**config.mk**
```make
export PLATFORM = sky130hd
export DESIGN_NAME = register_unit
export DESIGN_NICKNAME = d
export VERILOG_FILES = /design/src/rtl/register_unit.sv
export SDC_FILE = /design/constraint.sdc
export NUM_CORES = 2
export LEC_CHECK = 0
export CAP_MARGIN = 20
export CORE_MARGIN = 2
export CORE_UTILIZATION = 40
export DETAILED_ROUTE_END_ITERATION = 12
export PLACE_DENSITY = 0.64
export SYNTH_ARGS = -nofsm -noshare
export SYNTH_HDL_FRONTEND = slang
export SYNTH_SLANG_ARGS = --single-unit
```
**constraint.sdc**
```tcl
create_clock -name clk -period 4.4 [get_ports clk]
set_input_delay 0.66 -clock clk [delete_from_list [all_inputs] [get_ports clk]]
set_output_delay 0.66 -clock clk [all_outputs]
set_load 0.05 [all_outputs]
```
**src/rtl/register_unit.sv**
```systemverilog
// register_unit: RV32I integer register file with a valid/ready debug dump engine (optional RU_WRITE_BYPASS_EN)
module register_unit #(
  parameter int XLEN  = 32,
  parameter int NREGS = 32
) (
  input  logic            clk,
  input  logic            rst_n,
  input  logic [4:0]      rs1,
  input  logic [4:0]      rs2,
  input  logic [4:0]      rd,
  input  logic            RUWr,
  input  logic [XLEN-1:0] DataWr,
  output logic [XLEN-1:0] RURs1,
  output logic [XLEN-1:0] RURs2,
  input  logic            dump_start,
  input  logic            dump_ready,
  output logic            dump_valid,
  output logic [4:0]      dump_idx,
  output logic [XLEN-1:0] dump_data,
  output logic            dump_busy,
  output logic            dump_done
);
  typedef enum logic [1:0] {IDLE, DUMP, DONE} state_t;
  state_t          r_state, w_next;
  logic [XLEN-1:0] r_regs [NREGS];
  logic [4:0]      r_idx, w_idx_next;
  logic            w_we;
  logic [XLEN-1:0] w_rd1, w_rd2;
  assign w_we  = RUWr && rd != 5'd0;
  assign w_rd1 = rs1 == 5'd0 ? '0 : r_regs[rs1];
  assign w_rd2 = rs2 == 5'd0 ? '0 : r_regs[rs2];
`ifdef RU_WRITE_BYPASS_EN
  assign RURs1 = (w_we && rd == rs1) ? DataWr : w_rd1;
  assign RURs2 = (w_we && rd == rs2) ? DataWr : w_rd2;
`else
  assign RURs1 = w_rd1;
  assign RURs2 = w_rd2;
`endif
  // register file storage; x0 is never written
  always_ff @(posedge clk)
    if (!rst_n) for (int i = 0; i < NREGS; i++) r_regs[i] <= '0;
    else if (w_we) r_regs[rd] <= DataWr;
  // dump engine state and beat index
  always_ff @(posedge clk)
    if (!rst_n) begin
      r_state <= IDLE;
      r_idx   <= '0;
    end else begin
      r_state <= w_next;
      r_idx   <= w_idx_next;
    end
  // next state: start only from IDLE, advance on each accepted beat
  always_comb begin
    w_next     = r_state;
    w_idx_next = r_idx;
    case (r_state)
      IDLE: if (dump_start) begin
        w_next     = DUMP;
        w_idx_next = '0;
      end
      DUMP: if (dump_ready) begin
        if (r_idx == 5'(NREGS - 1)) w_next = DONE;
        else w_idx_next = r_idx + 5'd1;
      end
      DONE: begin
        w_next     = IDLE;
        w_idx_next = '0;
      end
      default: begin
        w_next     = IDLE;
        w_idx_next = '0;
      end
    endcase
  end
  assign dump_valid = r_state == DUMP;
  assign dump_idx   = dump_valid ? r_idx : 5'd0;
  assign dump_data  = (dump_valid && r_idx != 5'd0) ? r_regs[r_idx] : '0;
  assign dump_busy  = r_state != IDLE;
  assign dump_done  = r_state == DONE;
endmodule

```
Word level (Yosys, flattened, before mapping)
Memories as Yosys holds them, arrays and structs flattened. A register that Yosys moved wholly into a read port is not among the register bits.
Index checks and enable logic that the tools add are counted.
Widths: inputs -> output; s select.

cells by class
  add/subtract/negate cells = 1
  equality and inequality tests = 7
  muxes and demuxes = 21
  reductions and logical operators = 11

operators with widths
  kind                 number
  $mux 32              4
  $mux 5               7
  $reduce_or 32->1     1
  $logic_not 5->1      2
  $pmux 5 s2           1
  $reduce_bool 5->1    2
  $mux 2               3
  $ne 2x2->1 const B   3
  $reduce_and 3->1     2
  $add 5x1->5 const B  1
  $eq 5x5->1 const B   1
  $mux 1               5
  $pmux 2 s2           1
  $eq 2x1->1 const B   1
  $eq 2x2->1 const B   1
  $logic_and 1x1->1    2
  $logic_not 2->1      1
  $ne 2x1->1 const B   1
  $reduce_bool 2->1    1

storage, ports and cells
  bits in registers = 7
  RAM bits = 1,024
  bits of input ports = 52
  output and inout bits = 104
  logic and storage cells = 43
  memories kept = 1

memory list
  memory  words  width  read ports  clocked after Yosys merged registers in  write ports  RTL line  source
  r_regs  32     32     3           1                                        32           25        logic [XLEN-1:0] r_regs [NREGS];

Logic depth before layout (Yosys ltp)
  word-level depth = 7
  gate-level depth with buffers = 8

Worst setup path after synthesis
Ideal clock, no wire load.

  path kind = input -> register
  start = input rd[0]
  end = memory r_regs[14][0], enable pin
  library setup time = 0.466 ns
  arrival time = 3.565 ns
  data required time = 3.934 ns
  path slack = 0.369 ns
  cell stages on the path = 4
  cells stage by stage = buf_2 nand4b_1 clkbuf_1 o21ai_0

RTL lines
  what         RTL line  source
  from (decl)  10        input logic [4:0] rd,
  to (decl)    25

==> flow_summary.html <==
<table>
<tr><th>Metric</th><th>Value</th></tr>
<tr><th colspan="2">Run status</th></tr>
<tr><td>Result of the run</td><td>completed</td></tr>
<tr><th colspan="2">Pwr</th></tr>
<tr><td>Part of the power in combinational logic</td><td>0.191</td></tr>
<tr><td>P_sw</td><td>7.31 mW</td></tr>
<tr><td>Worst supply voltage drop on vdd</td><td>0.000330 V</td></tr>
<tr><td>Overall power after layout</td><td>26.0 mW</td></tr>
<tr><td>Switching share of power</td><td>0.282</td></tr>
<tr><td>Power density over the cells</td><td>353 mW/mm^2</td></tr>
<tr><td>Power Internal</td><td>18.7 mW</td></tr>
<tr><td>Clock group share of total power</td><td>0.353</td></tr>
<tr><td>Relative contribution of sequential cells to total power</td><td>0.456</td></tr>
<tr><td>Static leakage power</td><td>24.6 nW</td></tr>
<tr><th colspan="2">Die</th></tr>
<tr><td>Total number of placement rows</td><td>146</td></tr>
<tr><td># IOs</td><td>156</td></tr>
<tr><td>Vertical die dimension</td><td>403 um</td></tr>
<tr><td>Die Footprint</td><td>0.163 sq mm</td></tr>
<tr><td>Starting Density</td><td>0.403</td></tr>
<tr><td>Chip width</td><td>403 um</td></tr>
<tr><td>Placeable core area</td><td>0.158 sq mm</td></tr>
<tr><th colspan="2">Yosys</th></tr>
<tr><td>Most frequently used flop master after synthesis</td><td>edfxtp_1</td></tr>
<tr><td>Post-synthesis mux area share</td><td>0.290</td></tr>
<tr><td>Adder-cell area share of the yosys netlist</td><td>0.000588</td></tr>
<tr><td>Synth area leaders</td><td>edfxtp_1, mux4_2, and2_1, mux2i_1, clkbuf_1</td></tr>
<tr><td>Yosys warning total</td><td>0</td></tr>
<tr><td>Main combinational cell family by area after synthesis</td><td>multiplexers</td></tr>
<tr><td>Post-synthesis share of cell area spent on and, or, nand and nor gates</td><td>0.116</td></tr>
<tr><td>Xor-xnor portion of the synthesized cell area</td><td>0.000412</td></tr>
<tr><td>Post-synthesis compound-gate area fraction</td><td>0.0628</td></tr>
<tr><td>Sequential cell area fraction in the yosys report</td><td>0.486</td></tr>
<tr><td>Fraction of registers with async set/reset</td><td>0</td></tr>
<tr><td>Mapped Cells</td><td>4,316</td></tr>
<tr><td>Yosys reg bits</td><td>1,036</td></tr>
<tr><td>Post-Syn Area</td><td>0.0638 sq mm</td></tr>
<tr><td>Synth area leader</td><td>edfxtp_1</td></tr>
<tr><td>Average size of a mapped cell</td><td>14.8 sq um</td></tr>
<tr><td>Fraction of synthesized cell area taken by the top area cell type</td><td>0.482</td></tr>
<tr><td>Cell variety after synth</td><td>54</td></tr>
<tr><td>Number of enable flip-flop cells after synthesis</td><td>1,024</td></tr>
<tr><th colspan="2">Timing</th></tr>
<tr><td>Final sum of negative setup slack</td><td>0 ns</td></tr>
<tr><td>Minimum period implied by the final worst setup slack</td><td>4.33 ns</td></tr>
<tr><td>RSZ-0062 raised after global routing</td><td>false</td></tr>
<tr><td>Worst Max-Slew Pin Slew</td><td>1.23 ns</td></tr>
<tr><td>Final Hold Viols</td><td>0</td></tr>
<tr><td>Maximum clock rate</td><td>231 MHz</td></tr>
<tr><td>Fin crit share</td><td>0.984</td></tr>
<tr><td>Setup clock skew after layout</td><td>0.00532 ns</td></tr>
<tr><td>Count of final max-slew check failures</td><td>0</td></tr>
<tr><td>Worst rel slew slack</td><td>0.177</td></tr>
<tr><td>Final setup violation count</td><td>0</td></tr>
<tr><th colspan="2">Placement</th></tr>
<tr><td>Cell count after placement</td><td>6,372</td></tr>
<tr><td>Placed wire-length estimate</td><td>155,000 um</td></tr>
<tr><td>GPL Wtd Cong</td><td>0.953</td></tr>
<tr><td>Placed Area</td><td>0.0697 sq mm</td></tr>
<tr><td>Number of input and output port buffers inserted</td><td>155</td></tr>
<tr><th colspan="2">Clock network</th></tr>
<tr><td>Number of CTS-inserted buffers</td><td>111</td></tr>
<tr><td>Maximum clock path buffer count</td><td>3</td></tr>
<tr><td>CTS tree</td><td>yes</td></tr>
<tr><td>Clock-pin slew on the worst setup and hold paths</td><td>0.06 ns</td></tr>
<tr><td>Num Clock Sinks</td><td>1,036</td></tr>
<tr><td>Cts hold-fix bufs</td><td>0</td></tr>
<tr><td>Maximum level of the CTS H-tree</td><td>3</td></tr>
<tr><td>Root buffer selected by CTS</td><td>clkbuf_16</td></tr>
<tr><td>Latest clock arrival within the worst-skew pair</td><td>0.75 ns</td></tr>
<tr><th colspan="2">Layout</th></tr>
<tr><td>Cell Count, Final, Fillers Out</td><td>6,605</td></tr>
<tr><td>Count of nets after finishing</td><td>4,496</td></tr>
<tr><td>Ratio of cells with drive above 1 in the final layout</td><td>0.308</td></tr>
<tr><td>Top library cells by usage in the layout, fill and taps aside</td><td>edfxtp_1, and2_1, mux4_2</td></tr>
<tr><td>Area Overhead vs Synth</td><td>15.3%</td></tr>
<tr><td>Leading cell type in the layout, fill and taps excluded</td><td>edfxtp_1</td></tr>
<tr><td>Design area</td><td>0.0735 sq mm</td></tr>
<tr><th colspan="2">Drt</th></tr>
<tr><td>Post-route DRC</td><td>0</td></tr>
<tr><td>Number of vias in the routed layout</td><td>45,100</td></tr>
<tr><td>Mean number of vias per cell</td><td>6.82</td></tr>
<tr><td>Final routed wire length divided by cell count</td><td>37.4 um</td></tr>
<tr><td>Remaining antenna violation count after routing</td><td>0</td></tr>
<tr><td>1st-iter DRT viols</td><td>7,657</td></tr>
<tr><td>Wire length after detailed routing</td><td>247,000 um</td></tr>
<tr><td>Detailed-routing iteration count for the pre-antenna-repair pass</td><td>7</td></tr>
<tr><th colspan="2">Global route</th></tr>
<tr><td>Maximum number of pins on one net before global-route repair</td><td>63</td></tr>
<tr><td>Number of global-route vias before repair</td><td>44,000</td></tr>
<tr><td>Total global routing track utilization</td><td>0.298</td></tr>
<tr><td>Grt total ovfl</td><td>0</td></tr>
<tr><td>First-pass GRT wire length</td><td>341,000 um</td></tr>
<tr><td>Initial antenna violation count</td><td>22</td></tr>
<tr><th colspan="2">Setup path</th></tr>
<tr><td>CP max FO</td><td>22</td></tr>
<tr><td>CP startpoint kind</td><td>flip-flop</td></tr>
<tr><td>Crit Path Class</td><td>reg -&gt; out</td></tr>
<tr><td>Endpoint arrival time on the critical path</td><td>3.67 ns</td></tr>
<tr><td>Worst setup EP type</td><td>primary output</td></tr>
<tr><td>Required time reported for the critical path endpoint</td><td>3.74 ns</td></tr>
<tr><th colspan="2">Flow run</th></tr>
<tr><td>Number of max-cap violations</td><td>0</td></tr>
<tr><th colspan="2">Hold path</th></tr>
<tr><td>Hold/Removal Path Class</td><td>in -&gt; reg</td></tr>
</table>
==> through the flow <==
| stage | setup slack (ns) | hold slack, ns | utilization |
|---|---|---|---|
| CTS | 0.0519 | 0.504 | 0.461 |
| global placement | 0.307 | 0.553 | 0.440 |
| global route | 0.0303 | 0.535 | 0.464 |
| floorplan | 0.369 | 0.499 | - |
| finish | 0.0699 | 0.537 | 0.464 |
| detailed placement | 0.305 | 0.554 | 0.440 |
==> repair_timing <==
item | CTS | global route
setup buffers | 1 | 10
resized for setup | 0 | 0
setup endpoints to repair | 3 | 3
==> cell type report <==
class,instances,area [sq um]
fillers,13700,84800
flip-flops and latches,1036,31000
multi-input cells,2798,30600
repair buffers,487,5840
clock buffers,133,2900
well taps,2072,2590
clock inverters,60,487
inverters,7,31.3
diodes,12,30.0
==> sequential cells by signal (all words and copies together) (netlist names), named ones only <==
| signal | cells |
|---|---|
| r_regs | 1024 |
| r_idx | 5 |
| r_state | 2 |
==> path summary, 6_finish.rpt <==
kind | slack (ns) | end | from | cells after the start
setup / recovery | 0.07 | dump_data[14] | flip-flop | 7
hold / removal | 0.54 | r_state[1] | dump_ready | 3
setup reg to reg | 2.55 | flip-flop | r_idx[1] | 7
hold reg to reg | 0.57 | r_state[0] | r_state[1] | 1
==> power by group through the flow <==
stage | logic, mW | clock network, mW | registers [mW]
finish | 4.97 | 9.17 | 11.8
global route | 5.05 | 9.53 | 11.9
CTS | 4.80 | 9.18 | 11.8
detailed placement | 4.78 | 0 | 12.0
global placement | 4.75 | 0 | 12.0
floorplan | 2.88 | 0 | 11.9
==> per-layer routing <==
layer,part of all wire,global-route usage,vias to the layer above
met2,0.44,0.441,3724
met3,0.14,0.102,667
met5,0.00049,0,-
li1,-,-,17400
met1,0.36,0.388,23200
met4,0.063,0.158,20
==> worst max-delay path, cell delays in order, from the launching register on <==
cell	delay (ns)
dfxtp_4	0.58
buf_12	0.31
buf_4	0.31
mux2i_1	0.10
a221oi_1	0.30
o21ai_0	0.17
a31oi_1	0.88
buf_12	0.23
==> synthesized netlist by cell type (50+ instances only) <==
cell / number
edfxtp_1: 1024
and2_1: 1000
mux4_2: 654
clkbuf_1: 256
mux2i_1: 256
o21ai_1: 111
buf_2: 100
a22oi_1: 96
a221oi_1: 73
nor2b_1: 72
a211oi_1: 64
a311oi_1: 64
mux2_2: 64
buf_4: 60
buf_6: 59
o21ai_0: 56
nand2_1: 50
==> cells by family (layout without fill, tap and decap cells) <==
| family | after synthesis | after routing |
|---|---|---|
| compound gates | 559 | 559 |
| xor+xnor | 3 | 3 |
| fa+ha+maj | 3 | 3 |
| buf+inv | 513 | 687 |
| flops | 1036 | 1036 |
| mux | 992 | 992 |
| other cells | 1 | 44 |
| simple gates | 1209 | 1209 |
Note: power is estimated with default switching activity, not from simulation.
